==> config.mk <==
export PLATFORM = sky130hd
export DESIGN_NAME = cpu_fetch_q
export DESIGN_NICKNAME = d
export VERILOG_FILES = /design/src/rtl/cpu_fetch_q.sv
export SDC_FILE = /design/constraint.sdc
export NUM_CORES = 1
export LEC_CHECK = 0
export ABC_AREA = 1
export CAP_MARGIN = 20
export CORE_ASPECT_RATIO = 2
export CORE_MARGIN = 2
export CORE_UTILIZATION = 57
export DETAILED_ROUTE_END_ITERATION = 8
export PLACE_DENSITY = 0.8
export SETUP_SLACK_MARGIN = 0.4
export SLEW_MARGIN = 10
export SYNTH_ARGS = -nofsm -noshare
export SYNTH_HDL_FRONTEND = slang
export SYNTH_SLANG_ARGS = --single-unit
==> constraint.sdc <==
create_clock -name clk -period 4.2 [get_ports clk]
set_input_delay 0.63 -clock clk [delete_from_list [all_inputs] [get_ports clk]]
set_output_delay 0.63 -clock clk [all_outputs]
set_load 0.005 [all_outputs]
==> src/rtl/cpu_fetch_q.sv <==
// cpu_fetch_q - prefetching instruction-fetch unit.
//
// Issues in-order reads to instruction memory. Returned words are buffered
// with their PCs in a DEPTH-entry queue and presented to decode through a
// valid/ready handshake. A redirect from execute flushes the queue and marks
// every read still in flight as stale, so stale words are discarded when
// they come back.
//
// Ports:
//   clk          clock, all state on rising edge
//   reset_n      asynchronous active-low reset
//   ins_rd_addr  fetch address, valid while ins_rd_req=1
//   ins_rd_req   read request; memory accepts every asserted cycle
//   ins_rd_data  returned instruction word, valid while ins_rd_rdy=1
//   ins_rd_rdy   response strobe; responses in request order, latency >= 1
//   redirect     execute requests a branch to redirect_pc (single cycle)
//   redirect_pc  branch target
//   ir           queue-head instruction (INS_NOP when empty)
//   ir_pc        PC of ir (0 when empty)
//   ir_valid     queue non-empty
//   ir_ready     decode accepts the head word
module cpu_fetch_q #(
  parameter int                 AWIDTH   = 16,
  parameter int                 DWIDTH   = 16,
  parameter int                 DEPTH    = 4,
  parameter logic [AWIDTH-1:0]  RESET_PC = '0,
  parameter logic [DWIDTH-1:0]  INS_NOP  = {{(DWIDTH-1){1'b0}}, 1'b1}
) (
  input  logic              clk,
  input  logic              reset_n,
  output logic [AWIDTH-1:0] ins_rd_addr,
  output logic              ins_rd_req,
  input  logic [DWIDTH-1:0] ins_rd_data,
  input  logic              ins_rd_rdy,
  input  logic              redirect,
  input  logic [AWIDTH-1:0] redirect_pc,
  output logic [DWIDTH-1:0] ir,
  output logic [AWIDTH-1:0] ir_pc,
  output logic              ir_valid,
  input  logic              ir_ready
);

  localparam int CW = $clog2(DEPTH + 1);
  localparam int PW = $clog2(DEPTH);
  localparam int SW = CW + 2;

  // Queue pointers wrap naturally because DEPTH is a power of two.
  function automatic logic [PW-1:0] ptr_inc(input logic [PW-1:0] p);
    return p + PW'(1);
  endfunction

  // Control state
  logic [CW-1:0]     count, count_nxt;
  logic [CW-1:0]     live, live_nxt;
  logic [CW-1:0]     drop, drop_nxt;
  logic [PW-1:0]     rd_ptr, rd_ptr_nxt;
  logic [PW-1:0]     wr_ptr, wr_ptr_nxt;
  logic [AWIDTH-1:0] fetch_pc, fetch_pc_nxt;
  logic [AWIDTH-1:0] resp_pc, resp_pc_nxt;

  // Queue storage (data only, never reset)
  logic [DWIDTH-1:0] word_mem [DEPTH];
  logic [AWIDTH-1:0] pc_mem   [DEPTH];

  logic [SW-1:0] occupancy;
  logic          issue_ok;
  logic          rsp_drop;
  logic          rsp_squash;
  logic          rsp_taken;
  logic          push;
  logic          pop;

  // Credit check uses registered counts only: a slot freed by a pop this
  // cycle is not reusable until the next cycle, which keeps ins_rd_req free
  // of any path from ir_ready.
  assign occupancy = SW'(count) + SW'(live) + SW'(drop);
  assign issue_ok  = reset_n && (occupancy < SW'(DEPTH));

  assign ins_rd_req  = issue_ok;
  assign ins_rd_addr = redirect ? redirect_pc : fetch_pc;

  // Response classification. Stale reads from an earlier redirect are
  // consumed first; a live response arriving on a redirect cycle is stale
  // too. A push requires an outstanding live read so that a stray strobe
  // cannot corrupt the counters.
  assign rsp_drop   = ins_rd_rdy && (drop != '0);
  assign rsp_squash = ins_rd_rdy && (drop == '0) && redirect && (live != '0);
  assign rsp_taken  = rsp_drop || rsp_squash;
  assign push       = ins_rd_rdy && (drop == '0) && !redirect && (live != '0);
  assign pop        = ir_valid && ir_ready && !redirect;

  // Outputs come from registered state only.
  assign ir_valid = (count != '0);
  assign ir       = ir_valid ? word_mem[rd_ptr] : INS_NOP;
  assign ir_pc    = ir_valid ? pc_mem[rd_ptr]   : '0;

  always_comb begin
    count_nxt    = count;
    live_nxt     = live;
    drop_nxt     = drop;
    rd_ptr_nxt   = rd_ptr;
    wr_ptr_nxt   = wr_ptr;
    resp_pc_nxt  = resp_pc;
    fetch_pc_nxt = fetch_pc;

    if (redirect) begin
      // Everything queued is discarded and every live read becomes stale,
      // except one consumed by a response in this same cycle.
      count_nxt   = '0;
      rd_ptr_nxt  = '0;
      wr_ptr_nxt  = '0;
      drop_nxt    = drop + live - CW'(rsp_taken);
      live_nxt    = issue_ok ? CW'(1) : '0;
      resp_pc_nxt = redirect_pc;
    end else begin
      if (push) begin
        wr_ptr_nxt  = ptr_inc(wr_ptr);
        resp_pc_nxt = resp_pc + AWIDTH'(1);
      end
      if (pop) begin
        rd_ptr_nxt = ptr_inc(rd_ptr);
      end
      count_nxt = count + CW'(push) - CW'(pop);
      live_nxt  = live + CW'(issue_ok) - CW'(push);
      drop_nxt  = drop - CW'(rsp_drop);
    end

    // Without a credit on a redirect cycle the target is still remembered
    // so fetch resumes there once room frees up.
    if (issue_ok) begin
      fetch_pc_nxt = ins_rd_addr + AWIDTH'(1);
    end else if (redirect) begin
      fetch_pc_nxt = redirect_pc;
    end
  end

  always_ff @(posedge clk or negedge reset_n) begin
    if (!reset_n) begin
      count    <= '0;
      live     <= '0;
      drop     <= '0;
      rd_ptr   <= '0;
      wr_ptr   <= '0;
      fetch_pc <= RESET_PC;
      resp_pc  <= RESET_PC;
    end else begin
      count    <= count_nxt;
      live     <= live_nxt;
      drop     <= drop_nxt;
      rd_ptr   <= rd_ptr_nxt;
      wr_ptr   <= wr_ptr_nxt;
      fetch_pc <= fetch_pc_nxt;
      resp_pc  <= resp_pc_nxt;
    end
  end

  always_ff @(posedge clk) begin
    if (push) begin
      word_mem[wr_ptr] <= ins_rd_data;
      pc_mem[wr_ptr]   <= resp_pc;
    end
  end

  // The credit rule guarantees the queue can never overflow.
  a_occupancy: assert property (@(posedge clk) disable iff (!reset_n)
    occupancy <= SW'(DEPTH));

endmodule
==> results of run 1 <==
-- power groups by stage --
stage          Clock, mW  Sequential (mW)  Combinational (mW)
2_1_floorplan          0             2.11                1.08
3_3_place_gp           0             2.13                1.75
3_5_place_dp           0             2.15                1.82
4_1_cts             1.51             2.11                1.86
5_1_grt             1.58             2.13                2.09
6_report            1.50             2.11                1.87
-- timing repair --
action | 4_1_cts | 5_1_grt
resized for setup | 1 | 2
hold endpoints to repair | 0 | 0
hold buffers | 0 | 0
buffers inserted | 1 | 1
pin swaps | 1 | 0
endpoints found under the setup margin | 1 | 1
-- final cells by class --
class / count / area, um^2
tap: 189 / 236
sequential: 173 / 4970
timing repair buffer: 102 / 976
fill: 991 / 4160
multi-input combinational: 514 / 2820
inverter: 60 / 225
clock buffer: 17 / 425
clock inverter: 15 / 150
-- placed cells by master (no fill, tap or decap), types with 4 or more instances in the layout --
cell type | Yosys | routed
xnor2_1 | 6 | 6
ha_1 | 17 | 17
clkbuf_16 | 0 | 17
edfxtp_1 | 128 | 128
nor3_1 | 6 | 6
clkdlybuf4s50_1 | 0 | 85
o211ai_1 | 6 | 6
nor2_1 | 161 | 156
nand2_2 | 19 | 19
nand2_1 | 100 | 100
clkinv_4 | 0 | 4
o21ai_0 | 79 | 79
nor2_4 | 3 | 7
nand3_1 | 25 | 25
nand2_4 | 13 | 13
dfrtp_1 | 45 | 44
nand4_1 | 8 | 8
inv_8 | 0 | 5
fa_1 | 6 | 6
buf_4 | 1 | 16
inv_2 | 4 | 5
inv_1 | 55 | 54
xor2_1 | 10 | 10
a21oi_1 | 41 | 39
-- Yosys cell counts --
cell type  count  area [um^2]
a21oi_1       41          205
a31o_2         1         8.76
a31oi_1        2         12.5
buf_1          2         7.51
buf_12         1         20.0
buf_2          9         45.0
buf_4          1         7.51
buf_6          1         11.3
clkbuf_1      19         71.3
clkinv_1       1         3.75
dfrtp_1       45         1130
edfxtp_1     128         3840
fa_1           6          120
ha_1          17          213
inv_1         55          206
inv_2          4         15.0
nand2_1      100          375
nand2_2       19          119
nand2_4       13          146
nand2_8        1         20.0
nand3_1       25          125
nand3_4        1         17.5
nand3b_1       2         15.0
nand3b_4       1         20.0
nand4_1        8         50.1
nor2_1       161          604
nor2_4         3         33.8
nor2_8         2         40.0
nor3_1         6         30.0
nor3_2         1         10.0
o211ai_1       6         45.0
o21ai_0       79          395
o221ai_1       1         8.76
o311ai_0       1         8.76
xnor2_1        6         52.6
xor2_1        10         87.6
xor2_2         1         16.3
-- state kept, by name, indices dropped and copies added, names as in the netlist --
register / count
rd_ptr: 2
word_mem: 64
count: 3
fetch_pc: 16
pc_mem: 64
wr_ptr: 2
drop: 3
live: 3
resp_pc: 16
-- kinds of logic after synthesis --
logic type	Yosys count	share of synthesized area, %
flops	173	61.1
fa+ha+maj	23	4.09
xor+xnor	17	1.92
compound gates	131	8.41
buf+inv	93	4.77
simple gates	343	19.7
-- routing by layer --
metal / vias up / part of all wire, % / track usage, %
met3: 67 / 4.7 / 4.15
met1: 2894 / 34 / 26.3
met4: 0 / 4.1 / 14.3
li1: 2795 / - / -
met2: 234 / 57 / 45.2
met5: - / 0 / 0
-- stage by stage --
stage	cell area (um^2)	hold WS (ps)	power, mW
finish	9800	346	5.49
CTS	9790	355	5.49
floorplan	8140	334	3.19
global route	9800	387	5.80
global placement	9210	533	3.89
detailed placement	9210	567	3.97
-- worst paths after layout --
| path | startpoint | end | slack (ps) | cells past startpoint |
|---|---|---|---|---|
| setup / recovery | drop[2] | ins_rd_req | 540 | 10 |
| hold / removal | reset_n | drop[0] | 350 | 2 |
| setup reg to reg | drop[2] | live[2] | 1140 | 14 |
| hold reg to reg | resp_pc[5] | pc_mem[2][5] | 590 | 0 |
| max in group asynchronous | reset_n | rd_ptr[0] | 3410 | 2 |
| min in group clk | resp_pc[5] | pc_mem[2][5] | 590 | 0 |
==> flow_metrics.py, run 1 <==
metrics = {
    "critical_path": {
        "max_stage_delay_ps": 510,
        "crit_path_max_fanout": 6,
        "crit_top_cell": "inv_1",
        "path_delay_family": "adder cells",
        "worstSetupStartpointType": "flip-flop",
        "crit_path_cell_trace": "inv_1, fa_1, inv_1, fa_1, inv_1, nand2_1, a21oi_2, nand2_4, inv_2, clkdlybuf4s50_1",
        "critPathArrivalTime_ps": 3030,
        "cp.buffers_inverters": 5,
        "worstPathRequired_ps": 3570,
        "end_kind": "output pin",
        "slowest_stage": "fa_1",
        "crit_type": "flip-flop to output pin",
    },
    "logic_synthesis": {
        "yosysWarnings": 0,
        "syn-cell-area_mm2": 0.00814,
        "ys_seq_elements": 173,
        "seq_area_frac_synth_pct": 61.1,
        "syn_nets": 840,
        "synthCells": 780,
        "post_synth_num_cell_types": 37,
        "avgSynthCellArea_um2": 10.4,
    },
    "detailed_routing": {
        "ant_nets": 0,
        "viasPerCell": 5.60,
        "vias": 5990,
        "drcViolationCount": 0,
        "dr.pass1.iters": 5,
        "drt_iter0_drc": 480,
        "drt-total-wl_um": 18500,
        "wl_per_cell_um": 17.3,
    },
    "placement": {
        "port_buffers": 86,
        "gp_congestion": 0.836,
        "dp_hpwl_um": 12100,
        "place_ws_ps": 687,
        "place_inst": 1036,
    },
    "final_layout": {
        "nets": 928,
        "antenna_cells": 0,
        "drive_gt1_share_pct": 11.8,
        "final_util_pct": 70.2,
        "stdcell_count": 1070,
        "syn_to_final_growth_pct": 20.5,
    },
    "timing": {
        "fmaxAchievable_ghz": 0.273,
        "hold_viol_final": 0,
        "clock_skew_ps": 6.93,
        "period_needed_ps": 3660,
        "timing.setup.tns_ps": 0,
        "slew_violations": 0,
        "finalSetupViolCount": 0,
        "rsz0062_at_grt": "false",
        "tightest_slew_ps": 932,
        "timing.final.crit_share_pct": 87.1,
        "slew_headroom_pct": 37.7,
        "timing.final.ws_setup_ps": 542,
    },
    "power_and_ir_drop": {
        "p_seq_share_pct": 38.5,
        "p_sw_share_pct": 34.9,
        "comb_power_share_pct": 34.1,
        "pwr_density_cell_mw_per_mm2": 560,
        "ir_drop_v": 0.000446,
        "intPower_mw": 3.57,
        "p_clk_share_pct": 27.4,
        "p_leak_nw": 3.88,
        "power_switching_mw": 1.92,
    },
    "worst_hold_path": {
        "hp-class": "input pin to async pin",
    },
    "die": {
        "dieArea_mm2": 0.0153,
        "dieHeight_um": 173,
        "row_count": 61,
        "start_util_pct": 58.3,
        "io_pins": 87,
        "core_area_mm2": 0.0140,
        "die_w_um": 88.5,
    },
    "clock_tree": {
        "path_clk_slew_ps": 70,
        "cts_buffer_depth": 2,
        "cts_root_buffer": "clkbuf_16",
        "cts_htree_levels": 4,
        "numClockSinks": 173,
        "worstSkewPairLatency_ps": 430,
        "cts_buffers": 17,
        "cts_tree": "built",
    },
    "grt": {
        "grt_pass1_wl_um": 29200,
        "overflow": 0,
        "grt_max_degree": 66,
        "grtUsageTotal_pct": 25.1,
        "grt_pass1_vias": 6150,
        "antenna_found_initial": 0,
    },
    "outcome": {
        "status": "finished clean",
    },
    "run": {
        "cap_violations": 0,
    },
}
Power figures use the tool's default switching activity.
==> run 2: changes to the inputs <==
--- a/config.mk
+++ b/config.mk
@@ -8,7 +8,6 @@
 export ABC_AREA = 1
 export CAP_MARGIN = 20
 export CORE_ASPECT_RATIO = 2
-export CORE_MARGIN = 2
 export CORE_UTILIZATION = 57
 export DETAILED_ROUTE_END_ITERATION = 8
 export PLACE_DENSITY = 0.8
==> run 2 against run 1 <==
Clock-buffer cell count is the same. Fmax shrank 0.38%. First-iteration DRC count shrank 9.2%. Sequential share of layout area grew 0.31 points.
==> flow_metrics.py, run 2 (synthesized netlist as in run 1, its figures left out) <==
metrics = {
    "critical_path": {
        "r2r-start": "live[1]",
        "slowest_stage": "clkdlybuf4s50_1",
        "cp.buffers_inverters": 4,
        "crit_path_cell_trace": "inv_1, fa_1, a21oi_1, fa_1, inv_1, nand2_1, a21oi_2, nand2_4, inv_2, clkdlybuf4s50_1",
        "end_kind": "output pin",
        "max_stage_delay_ps": 520,
        "path_delay_family": "adder cells",
        "worstSetupStartpointType": "flip-flop",
        "worstRegToRegCells": 14,
        "critical_path_depth": 10,
        "worstPathRequired_ps": 3570,
        "reg2reg_to": "live[2]",
        "critPathLaunch": "live[1]",
        "crit_path_max_fanout": 6,
        "crit_end": "ins_rd_req",
        "r2r_slack_ps": 1160,
        "critPathArrivalTime_ps": 3040,
        "crit_type": "flip-flop to output pin",
    },
    "placement": {
        "gp_congestion": 0.826,
        "dp_hpwl_um": 12200,
        "placed_area_mm2": 0.00919,
        "place_inst": 1034,
        "port_buffers": 86,
    },
    "clock_tree": {
        "cts_tree": "built",
        "cts_htree_levels": 4,
        "path_clk_slew_ps": 60,
        "worstSkewPairLatency_ps": 410,
        "cts_hold_buf": 0,
        "cts_buffer_depth": 2,
        "cts_root_buffer": "clkbuf_16",
        "cts_buffers": 17,
        "numClockSinks": 173,
    },
    "grt": {
        "overflow": 0,
        "grtUsageTotal_pct": 26.9,
        "antenna_found_initial": 0,
        "grt_max_degree": 66,
        "grt_pass1_vias": 6159,
        "grt_pass1_wl_um": 29900,
    },
    "timing": {
        "period_needed_ps": 3670,
        "clock_skew_ps": 9.51,
        "rsz0062_at_grt": "false",
        "tightest_slew_ps": 920,
        "timing.setup.tns_ps": 0,
        "hold_viol_final": 0,
        "timing.final.crit_share_pct": 87.4,
        "slew_violations": 0,
        "finalSetupViolCount": 0,
        "fmaxAchievable_ghz": 0.272,
        "slew_headroom_pct": 38.6,
    },
    "die": {
        "dieHeight_um": 171,
        "row_count": 61,
        "core_area_mm2": 0.0139,
        "dieArea_mm2": 0.0148,
        "io_pins": 87,
        "start_util_pct": 58.6,
        "die_w_um": 86.5,
    },
    "final_layout": {
        "finalInstanceArea_mm2": 0.00974,
        "final_cell_mix": "nor2_1, edfxtp_1, nand2_1",
        "drive_gt1_share_pct": 11.1,
        "reg_top3": "pc_mem: 64 flops, word_mem: 64 flops",
        "syn_to_final_growth_pct": 19.7,
        "antenna_cells": 0,
        "final_common_cell": "nor2_1",
        "stdcell_count": 1066,
        "nets": 925,
    },
    "detailed_routing": {
        "dr.pass1.iters": 5,
        "drt_iter0_drc": 436,
        "drcViolationCount": 0,
        "drt-total-wl_um": 18700,
        "ant_nets": 0,
        "vias": 5935,
        "viasPerCell": 5.57,
        "wl_per_cell_um": 17.5,
    },
    "power_and_ir_drop": {
        "comb_power_share_pct": 33.9,
        "totalPowerFinal_mw": 5.39,
        "power_switching_mw": 1.81,
        "p_sw_share_pct": 33.7,
        "p_clk_share_pct": 26.9,
        "pwr_density_cell_mw_per_mm2": 553,
        "p_seq_share_pct": 39.2,
        "ir_drop_v": 0.000402,
        "intPower_mw": 3.57,
        "p_leak_nw": 3.83,
    },
    "worst_hold_path": {
        "hp-class": "input pin to async pin",
    },
    "run": {
        "cap_violations": 0,
    },
    "outcome": {
        "status": "finished clean",
    },
}
-- run 2: power groups by stage --
stage / sequential [mW] / clock, mW / combinational, mW
floorplan: 2.11 / 0 / 1.08
global placement: 2.13 / 0 / 1.71
detailed placement: 2.14 / 0 / 1.79
CTS: 2.11 / 1.46 / 1.82
global route: 2.13 / 1.54 / 2.02
finish: 2.11 / 1.45 / 1.83
-- run 2: routing by layer --
metal,vias to the layer above,track usage [%],routed length [um]
li1,2786,-,-
met1,2867,28.4,6470
met2,242,51.0,10600
met3,40,3.67,874
met4,0,13.5,729
met5,-,0,0
-- run 2: final cells by class --
class                   instances  area, um^2
clock buffers                  17         425
clock inverters                14         118
fillers                      1014        4150
inverters                      60         229
multi-input cells             514        2810
flip-flops and latches        173        4970
well taps                     189         236
repair buffers                 99         953
-- run 2: through the flow --
stage / utilization [%] / setup slack (ps) / hold WS [ps]
after floorplan: - / 1220 / 334
after global placement: 66.1 / 775 / 546
after detailed placement: 66.1 / 722 / 554
after CTS: 70.1 / 495 / 358
after global routing: 70.1 / 405 / 388
final: 70.1 / 528 / 345
-- run 2: repair_timing --
| item | in CTS | in global routing |
|---|---|---|
| gates resized for setup | 1 | 2 |
| pin swaps | 1 | 0 |
| buffers inserted | 1 | 0 |
| cloned | 0 | 0 |
| setup endpoints to repair | 1 | 2 |
-- run 2: worst reg2reg max path: stages (launching register included) --
cell,delay [ps]
dfrtp_1,410
inv_1,110
fa_1,490
a21oi_1,190
fa_1,470
inv_1,90
nand2_1,60
a21oi_2,140
nand2_4,70
inv_2,90
ha_1,150
inv_1,50
fa_1,370
o21ai_0,190
a21oi_1,60
-- run 2: worst min path at each step --
stage / start / end / cells after the start
after global routing: reset_n / fetch_pc[1] / 2
after global placement: count[2] / count[2] / 3
after detailed placement: resp_pc[5] / pc_mem[1][5] / 0
after CTS: reset_n / fetch_pc[0] / 2
final: reset_n / fetch_pc[3] / 2
after floorplan: reset_n / count[0] / 0
